### src/rtl/imem_fetch_ctrl.sv
// Instruction fetch front-end: streams IMEM words into a 2-entry buffer, redirectable, halts on misaligned target.
// Latency 2 cycles issue-to-valid; o_instr_valid/i_instr_ready backpressure throttles issue so the buffer never overflows.
module imem_fetch_ctrl #(
    parameter logic [31:0] RESET_PC = 32'h0000_0000
) (
    input  logic        i_clk,
    input  logic        i_rst_n,
    input  logic        i_redirect,
    input  logic [31:0] i_redirect_pc,
    input  logic        i_instr_ready,
    output logic        o_imem_rden,
    output logic [13:0] o_imem_addr,
    input  logic [31:0] i_imem_data,
    output logic [31:0] o_instr,
    output logic [31:0] o_instr_pc,
    output logic        o_instr_valid,
    output logic        o_misalign_err
);

    typedef enum logic [1:0] {IDLE, RUN, HALT} state_t;

    localparam logic [31:0] START_PC = {RESET_PC[31:2], 2'b00};

    state_t      r_state;
    logic [31:0] r_fetch_pc;
    logic [31:0] r_tag_pc;
    logic        r_inflight;
    logic [1:0]  r_count;
    logic [31:0] r_instr0, r_pc0;
    logic [31:0] r_instr1, r_pc1;
    logic        r_err;

    logic        w_pop;
    logic        w_push;
    logic        w_redir;
    logic        w_issue;
    logic [1:0]  w_occ;

    // Occupancy seen by a new issue: what stays after this cycle's pop plus the response still on its way.
    assign w_pop   = (r_count != 2'd0) && i_instr_ready;
    assign w_redir = i_redirect && (r_state != HALT);
    assign w_push  = r_inflight && !i_redirect;
    assign w_occ   = r_count - {1'b0, w_pop} + {1'b0, r_inflight};
    assign w_issue = (r_state == RUN) && !i_redirect && (w_occ < 2'd2);

    assign o_imem_rden    = w_issue;
    assign o_imem_addr    = r_fetch_pc[15:2];
    assign o_instr        = r_instr0;
    assign o_instr_pc     = r_pc0;
    assign o_instr_valid  = (r_count != 2'd0);
    assign o_misalign_err = r_err;

    always_ff @(posedge i_clk or negedge i_rst_n) begin
        if (!i_rst_n) begin
            r_state    <= IDLE;
            r_fetch_pc <= START_PC;
            r_tag_pc   <= 32'd0;
            r_inflight <= 1'b0;
            r_count    <= 2'd0;
            r_instr0   <= 32'd0;
            r_pc0      <= 32'd0;
            r_instr1   <= 32'd0;
            r_pc1      <= 32'd0;
            r_err      <= 1'b0;
        end else begin
            if (r_state == IDLE) begin
                r_state <= RUN;
            end
            if (w_redir) begin
                r_count    <= 2'd0;
                r_inflight <= 1'b0;
                r_fetch_pc <= i_redirect_pc;
                if (i_redirect_pc[1:0] != 2'b00) begin
                    r_state <= HALT;
                    r_err   <= 1'b1;
                end else begin
                    r_state <= RUN;
                end
            end else begin
                r_inflight <= w_issue;
                if (w_issue) begin
                    r_fetch_pc <= r_fetch_pc + 32'd4;
                    r_tag_pc   <= r_fetch_pc;
                end
                // Head is freed before the returning word lands at the tail.
                if (w_pop && w_push) begin
                    if (r_count == 2'd2) begin
                        r_instr0 <= r_instr1;
                        r_pc0    <= r_pc1;
                        r_instr1 <= i_imem_data;
                        r_pc1    <= r_tag_pc;
                    end else begin
                        r_instr0 <= i_imem_data;
                        r_pc0    <= r_tag_pc;
                    end
                end else if (w_pop) begin
                    r_instr0 <= r_instr1;
                    r_pc0    <= r_pc1;
                    r_count  <= r_count - 2'd1;
                end else if (w_push) begin
                    if (r_count == 2'd0) begin
                        r_instr0 <= i_imem_data;
                        r_pc0    <= r_tag_pc;
                    end else begin
                        r_instr1 <= i_imem_data;
                        r_pc1    <= r_tag_pc;
                    end
                    r_count <= r_count + 2'd1;
                end
            end
        end
    end

endmodule

### config.mk
export PLATFORM = sky130hd
export DESIGN_NAME = imem_fetch_ctrl
export DESIGN_NICKNAME = d
export VERILOG_FILES = /design/src/rtl/imem_fetch_ctrl.sv
export SDC_FILE = /design/constraint.sdc
export NUM_CORES = 1
export LEC_CHECK = 0
export CORE_MARGIN = 2
export CORE_UTILIZATION = 55
export DETAILED_ROUTE_END_ITERATION = 10
export PLACE_DENSITY = 0.93
export SLEW_MARGIN = 5
export SYNTH_ARGS = -nofsm -noshare
export SYNTH_HDL_FRONTEND = slang
export SYNTH_SLANG_ARGS = --single-unit
### constraint.sdc
create_clock -name i_clk -period 9.6 [get_ports i_clk]
set_input_delay 2.88 -clock i_clk [delete_from_list [all_inputs] [get_ports i_clk]]
set_output_delay 2.88 -clock i_clk [all_outputs]
set_load 0.01 [all_outputs]
* Word level (Yosys, flattened, before mapping)
Index checks and enable logic that the tools add are counted.
Operators by class: $add $sub $neg 5, multipliers 0, divide/modulo/power cells 0, order comparisons 1, equality and inequality tests 7, shifts and indexed selects 0, muxes and demuxes 30, bitwise gates (word level) 1, reductions and logical operators 22
Operators with widths (number):
- 2-to-1 mux 32 bit | 22
- adder 32 x 3 -> 32 bit, second input constant | 1
- 2-to-1 mux 2 bit | 7
- nonzero test 2 bit | 5
- nonzero test 3 bit | 3
- logical AND 1 bit | 6
- != test 2 bit, second input constant | 3
- AND reduction 2 bit | 3
- AND reduction 5 bit | 1
- logical NOT 2 bit | 2
- != test 2 x 1 -> 1 bit, second input constant | 2
- AND reduction 3 bit | 1
- adder 2 x 1 -> 2 bit | 1
- adder 2 x 1 -> 2 bit, second input constant | 1
- == test 2 x 1 -> 1 bit, second input constant | 1
- == test 2 bit, second input constant | 1
- < comparator 2 bit, second input constant | 1
- subtractor 2 x 1 -> 2 bit | 1
- subtractor 2 x 1 -> 2 bit, second input constant | 1
- logical NOT 1 bit | 1
- 2-to-1 mux 1 bit | 1
- NOT 1 bit | 1
Storage, ports and cells: flip-flop bits (word level) 198, bits in latches 0, RAM bits 0, bits in read-only memories 0, output and inout port bits 81, word-level logic and storage cells 76, memories 0

* Longest topological paths before layout
Gate-level depths: netlist of the first run.
depth in word-level cells 8, mapped depth 8, gate-level depth less buffers 6

* Worst setup path after synthesis of the first run
Ideal clock, no wire load.
kind input to output, start point input i_instr_ready, end point output o_imem_rden, arrival 4.157 ns, data required time 6.720 ns, path slack 2.563 ns, stages on the path 5, path buffers 1, path through buf_2 -> nor3b_4 -> a2111oi_4 -> nand2_1 -> clkinv_1
On the way: word-level cells in the longest chain between the ends 5
RTL lines:
- from (decl) | line 10 | input logic i_instr_ready,
- logical AND 1 bit | line 40 | assign w_pop = (r_count != 2'd0) && i_instr_ready;
- subtractor 2 x 1 -> 2 bit | line 43 | assign w_occ = r_count - {1'b0, w_pop} + {1'b0, r_inflight};
- adder 2 x 1 -> 2 bit | line 43
- < comparator 2 bit | line 44 | assign w_issue = (r_state == RUN) && !i_redirect && (w_occ < 2'd2);
- logical AND 1 bit | line 44
- to (decl) | line 11 | output logic o_imem_rden,
No other way between the ends.

* Worst setup path in the final report of the first run
Ends and elaborated chain as after synthesis.

==> summary.txt, run 1 <==
GRT
  • Number of global-route vias before repair: approximately 6,100
  • Pin count of the biggest net entering global routing: 123
  • Global-route wire length before repair: 30,600 um
  • Initial antenna violation count: 0
  • Total GRT Usage: 23.1%
  • Total gr overflow: 0

Timing
  • Final setup fails: 0
  • Part of the cycle the worst path needs: between 80% and 90%
  • Final slew viol count: 0
  • Fin. Hold Viols: 0
  • Slew HR: 22.7%
  • Crit path time final: 8.14 ns
  • Achievable frequency: 123 MHz
  • Skew final: 0.00798 ns
  • Setup TNS after final layout: 0 ns
  • Unrepaired setup endpoints after global routing: false
  • Slew at the pin closest to its max-slew limit: roughly 1.2 ns

Logic synthesis
  • Syn Std Cell Area: 0.00872 sq mm
  • Async S/R FF share, synth: 100%
  • Post-synth EDFFs: 0
  • Ys flop type: dfrtp_1
  • Sequential element share of the synthesized area: 56.8%
  • Yosys cell types: 49
  • Synthesized Nets: 833
  • Mapped Cells: 764
  • Ys Warns: 0
  • Number of synthesized register bits: between 150 and 200
  • Avg Cell Area, Syn: 11.4 sq um

Floorplan
  • Num ports: 149
  • Die H: about 130 um
  • Die width: 130 um
  • DIE AREA: 0.0169 sq mm
  • # rows: 46
  • Initial core utilization: 55.5%
  • Core ar.: around 0.016 sq mm

Worst setup path
  • Worst Path Required: 6.72 ns
  • Crit end category: primary output
  • CP Class: in2out
  • Critical Path Source Type: primary input
  • R2r setup slk: around 6 ns
  • Reg-to-Reg End: o_instr[17]
  • Reg-to-reg startpoint: r_inflight
  • CP Max Fanout: 10
  • WP data arrival: around 5.3 ns
  • FF-to-FF path depth: 6

Clock tree
  • Bufs on Longest Clock Path: 2
  • Resize count post-CTS: 0
  • Clk slew on worst S/H paths: 0.07 ns
  • Num CTS Buffers: 17
  • Root Buffer: clkbuf_16
  • Depth of the CTS H-tree: 4
  • Post-CTS Hold Fix Bufs: 0
  • TritonCTS clock tree: yes
  • CTS Sinks: just under 200
  • Clock latency on the worst-skew pair: 0.43 ns
  • Postcts setup bufs: 0

Pwr
  • Worst VDD drop: between 0.0001 and 0.00015 V
  • Leakage power: 4.62 nW
  • Total power draw: 2.95 mW
  • P per Cell Area: 272 mW/mm^2

Placed design
  • Cell Count Post-Placement: 1,076
  • Post-DP HPWL: 12,200 um
  • Port Buffers: 148
  • GP Congestion: 0.834

Routing
  • Vias/cell: 5.63
  • 1st-pass router iterations: 5
  • Post-route ant nets: 0
  • # DRC: 0
  • WL/cell: 17.0 um
  • Initial detailed-routing violation count: ~460
  • Vias post-DR: 6,236
  • Final WL: 18,800 um

Finish
  • Most common cell after layout, fill and taps aside: dfrtp_1
  • Most frequent cells in the layout: dfrtp_1 (198), clkdlybuf4s50_1 (147), nor2_1 (92)
  • Nets: 948
  • Area delta synth->final: 24.3%
  • Fin cells: 1,107
  • Ant. Diodes: 0
  • Share of post-route cells with drive strength above 1: 15.0%

Hold path
  • Hold Path End: r_tag_pc[1]
  • Hold path cells: 2
  • Hold path startpoint: r_tag_pc[1]
  • Hold WC Path Type: reg2reg

Run
  • MaxCap Viol Count: 0

Outcome
  • Status: complete, no violations
[report_power, final]
group          internal (mW)  leakage [nW]  switching [mW]
clock network          0.383         0.273           0.305
registers               1.11          2.49           0.230
logic                  0.505          1.86           0.416
[synth_stat cells, drive strengths merged (2+ instances only)]
master / n / area, sq um
dfrtp: 198 / 4950
nor2: 92 / 345
mux2: 87 / 980
a21oi: 69 / 345
mux2i: 64 / 641
nand2: 50 / 188
clkbuf: 34 / 128
buf: 25 / 158
o21ai: 19 / 95.1
a31oi: 15 / 93.8
nand3: 15 / 80.1
o31ai: 10 / 75.1
or4: 9 / 67.6
inv: 8 / 30.0
nand4: 7 / 43.8
nor2b: 6 / 37.5
or3: 5 / 31.3
xor2: 5 / 43.8
nand2b: 4 / 25.0
nor3: 4 / 20.0
o22ai: 4 / 25.0
xnor2: 4 / 35.0
and3: 3 / 18.8
and4: 3 / 26.3
a311oi: 2 / 17.5
nor3b: 2 / 26.3
o221ai: 2 / 17.5
[worst max-delay path, stage by stage]
cell,delay [ns]
clkdlybuf4s50_1,0.68
nor3b_4,0.10
a2111oi_4,0.64
nand2_1,0.15
clkinv_1,0.22
clkdlybuf4s50_1,0.58
[logic make-up after synthesis]
logic type	Yosys count	share of synthesized area, %
flops	198	56.8
simple gates	205	10.9
compound gates	132	9.04
mux	151	18.6
buf+inv	68	3.66
fa+ha+maj	1	0.143
xor+xnor	9	0.904
[sequential cells by signal, indices dropped and copies added, names as in the netlist, 2 cells and up]
name and count:
o_instr 32, o_instr_pc 32, r_fetch_pc 32, r_instr1 32, r_pc1 32, r_tag_pc 32, r_count 2, r_state 2
[through the flow]
stage	setup slack [ns]	utilization [%]	hold WS (ns)	cell area, sq um
after global placement	1.57	65.4	0.461	10300
after CTS	1.49	69.0	0.497	10800
after global routing	1.28	69.0	0.514	10800
after floorplan	2.56	-	0.439	8720
after detailed placement	1.50	65.4	0.482	10300
final	1.46	69.0	0.494	10800
[routing by layer]
metal / GRT usage [%] / share of wire, % / vias to the layer above
met5: 0 / 0 / -
met4: 8.16 / 1.9 / 0
met3: 4.39 / 4.9 / 32
met2: 36.1 / 48 / 200
met1: 32.8 / 45 / 3079
li1: - / - / 2925
[area by class of cell]
type                       count  area (sq um)
sequential                   198          4950
multi-input combinational    498          3480
timing repair buffer         155          1540
inverter                       9          33.8
tap                          216           270
clock inverter                12           130
clock buffer                  19           433
fill                        1116          4870
[worst max-delay path by stage]
| stage | endpoint | slack [ns] | startpoint |
|---|---|---|---|
| floorplan | o_imem_rden | 2.56 | i_instr_ready |
| global placement | o_imem_rden | 1.57 | i_instr_ready |
| detailed placement | o_imem_rden | 1.50 | i_instr_ready |
| CTS | o_imem_rden | 1.49 | i_instr_ready |
| global route | o_imem_rden | 1.28 | i_instr_ready |
| finish | o_imem_rden | 1.46 | i_instr_ready |
(Power assumes the default switching activity.)
==> inputs of run 2 (changes only) <==
--- a/config.mk
+++ b/config.mk
@@ -6,9 +6,9 @@
 export NUM_CORES = 1
 export LEC_CHECK = 0
 export CORE_MARGIN = 2
-export CORE_UTILIZATION = 55
+export CORE_UTILIZATION = 53
 export DETAILED_ROUTE_END_ITERATION = 10
-export PLACE_DENSITY = 0.93
+export PLACE_DENSITY = 0.91
 export SLEW_MARGIN = 5
 export SYNTH_ARGS = -nofsm -noshare
 export SYNTH_HDL_FRONTEND = slang
==> constraint.sdc (replaced) <==
create_clock -name i_clk -period 7.7 [get_ports i_clk]
set_input_delay 2.31 -clock i_clk [delete_from_list [all_inputs] [get_ports i_clk]]
set_output_delay 2.31 -clock i_clk [all_outputs]
set_load 0.01 [all_outputs]
==> summary.txt, run 2 (synthesis gave the netlist of run 1 again) <==
Worst setup path
  • Critical Path Source Type: primary input
  • Worst Path Required: 5.39 ns
  • CP dominant cell by count: clkdlybuf4s50_1
  • WP depth: 7
  • FF-to-FF path depth: 7
  • CP Max Fanout: 10
  • Buf/Inv on CP: 4
  • CP Class: in2out
  • Cells along the critical path: clkdlybuf4s50_1, nor3b_4, a2111oi_4, buf_4, nand2_1, clkinv_1, clkdlybuf4s50_1
  • Slowest stage delay, CP: 0.70 ns
  • WP data arrival: 4.53 ns
  • CP delay by family, top: buffers and inverters
  • Worst path slowest cell: clkdlybuf4s50_1
  • Crit end category: primary output

Hold path
  • Hold path cells: 1
  • Hold WC Path Type: reg2reg

Pwr
  • Leakage power: roughly 4.7 nW
  • Pint: 2.51 mW
  • Total power draw: ~3.7 mW
  • P per Cell Area: between 300 and 400 mW/mm^2
  • Sw Ratio: 32.1%
  • Clk pwr share: 23.7%
  • Psw: 1.19 mW
  • Comb pwr share: 31.0%
  • Worst VDD drop: 0.000175 V
  • Reg power frac: between 40 and 50%

Finish
  • Most common cell after layout, fill and taps aside: dfrtp_1
  • Ant. Diodes: 0
  • Share of post-route cells with drive strength above 1: 15.5%
  • Most frequent cells in the layout: dfrtp_1 (198), clkdlybuf4s50_1 (147), nor2_1 (92)
  • Nets: 952
  • Register Area: 0.00495 sq mm
  • Fillcell total: 1,216
  • Multi-input combinational cell area: 0.00348 sq mm
  • Area delta synth->final: 24.9%
  • Fin cells: 1,112

Clock tree
  • Bufs on Longest Clock Path: 2
  • Clk slew on worst S/H paths: ~0.070 ns
  • CTS Sinks: between 150 and 200
  • Post-CTS Hold Fix Bufs: 0
  • TritonCTS clock tree: yes
  • Resize count post-CTS: 0
  • Num CTS Buffers: 17
  • Root Buffer: clkbuf_16
  • Depth of the CTS H-tree: 4
  • Clock latency on the worst-skew pair: 0.42 ns
  • Postcts setup bufs: 0

Placed design
  • Port Buffers: 148
  • GP Congestion: roughly 0.82
  • Post-DP HPWL: 12,800 um
  • Cell Count Post-Placement: 1,080

Routing
  • # DRC: 0
  • Post-route ant nets: 0
  • Vias post-DR: between 6,000 and 7,000
  • WL/cell: 17.2 um
  • 1st-pass router iterations: 5
  • Vias/cell: 5.60
  • Final WL: 19,100 um
  • Initial detailed-routing violation count: 494

Timing
  • Crit path time final: between 6 and 7 ns
  • Part of the cycle the worst path needs: 88.9%
  • Slew at the pin closest to its max-slew limit: 0.978 ns
  • Achievable frequency: 146 MHz
  • Final setup fails: 0
  • Final slew viol count: 0
  • Fin. Hold Viols: 0
  • Unrepaired setup endpoints after global routing: false
  • Setup TNS after final layout: 0 ns
  • Skew final: 0.00694 ns
  • Slew HR: 34.8%

GRT
  • Total gr overflow: 0
  • Pin count of the biggest net entering global routing: ~80
  • Total GRT Usage: 22.5%
  • Number of global-route vias before repair: 6,138
  • Initial antenna violation count: 0
  • Global-route wire length before repair: 31,700 um

Floorplan
  • DIE AREA: 0.0175 sq mm
  • Core ar.: 0.0160 sq mm
  • # rows: 46
  • Die H: around 130 um
  • Num ports: about 150
  • Initial core utilization: 54.5%
  • Die width: 132 um

Run
  • MaxCap Viol Count: 0

Outcome
  • Status: complete, no violations
-- run 2: changes by cell type in the layout (fill, tap and decap cells not counted) --
| cell | change |
|---|---|
| buf_4 | +4 |
| clkinv_4 | -1 |
| clkinvlp_4 | +1 |
| clkbuf_8 | +2 |
| clkinv_2 | -1 |
-- run 2: worst reg2reg max path: stages, from the launching register on --
cell	delay, ns
dfrtp_1	0.44
nor2b_1	0.73
nand2b_1	0.24
a21oi_4	0.21
buf_4	0.45
buf_4	0.70
nor2_1	0.14
a21oi_1	0.16
-- run 2: layout make-up --
cell class / instances / share of cell area, %
flip-flops and latches: 198 / 45.5
multi-input cells: 498 / 32.0
repair buffers: 159 / 14.4
clock buffers: 21 / 4.23
well taps: 216 / 2.48
clock inverters: 11 / 1.14
inverters: 9 / 0.310
-- run 2: per-stage QoR --
step / cell area, sq um / util, % / setup slack, ns / hold slack (ns)
global placement: 10300 / 64.4 / 0.961 / 0.461
global route: 10900 / 68.1 / 0.738 / 0.515
detailed placement: 10300 / 64.4 / 0.907 / 0.470
finish: 10900 / 68.1 / 0.858 / 0.493
CTS: 10900 / 68.1 / 0.898 / 0.490
floorplan: 8720 / - / 1.80 / 0.439
-- run 2: worst paths after layout --
check	start	endpoint	slack [ns]
worst max register to register	r_inflight	o_instr[0]	4.54
min in group asynchronous	i_rst_n	r_fetch_pc[4]	1.89
worst max-delay path	i_instr_ready	o_imem_rden	0.86
worst min register to register	o_misalign_err	o_misalign_err	0.49
worst min-delay path	o_misalign_err	o_misalign_err	0.49
max in group asynchronous	i_rst_n	r_instr1[2]	4.55
-- run 2: layer usage --
metal | vias up | global-route usage, % | routed length, um
met4 | 0 | 7.05 | 323
met2 | 212 | 35.7 | 9160
met5 | - | 0 | 0
met3 | 26 | 4.11 | 901
li1 | 2942 | - | -
met1 | 3048 | 31.6 | 8740
-- run 2: power groups by stage --
stage / clock (mW) / combinational (mW) / sequential [mW]
3_5_place_dp: 0 / 1.15 / 1.69
3_3_place_gp: 0 / 1.10 / 1.66
4_1_cts: 0.893 / 1.16 / 1.67
2_1_floorplan: 0 / 0.522 / 1.69
5_1_grt: 0.941 / 1.25 / 1.73
6_report: 0.876 / 1.15 / 1.67
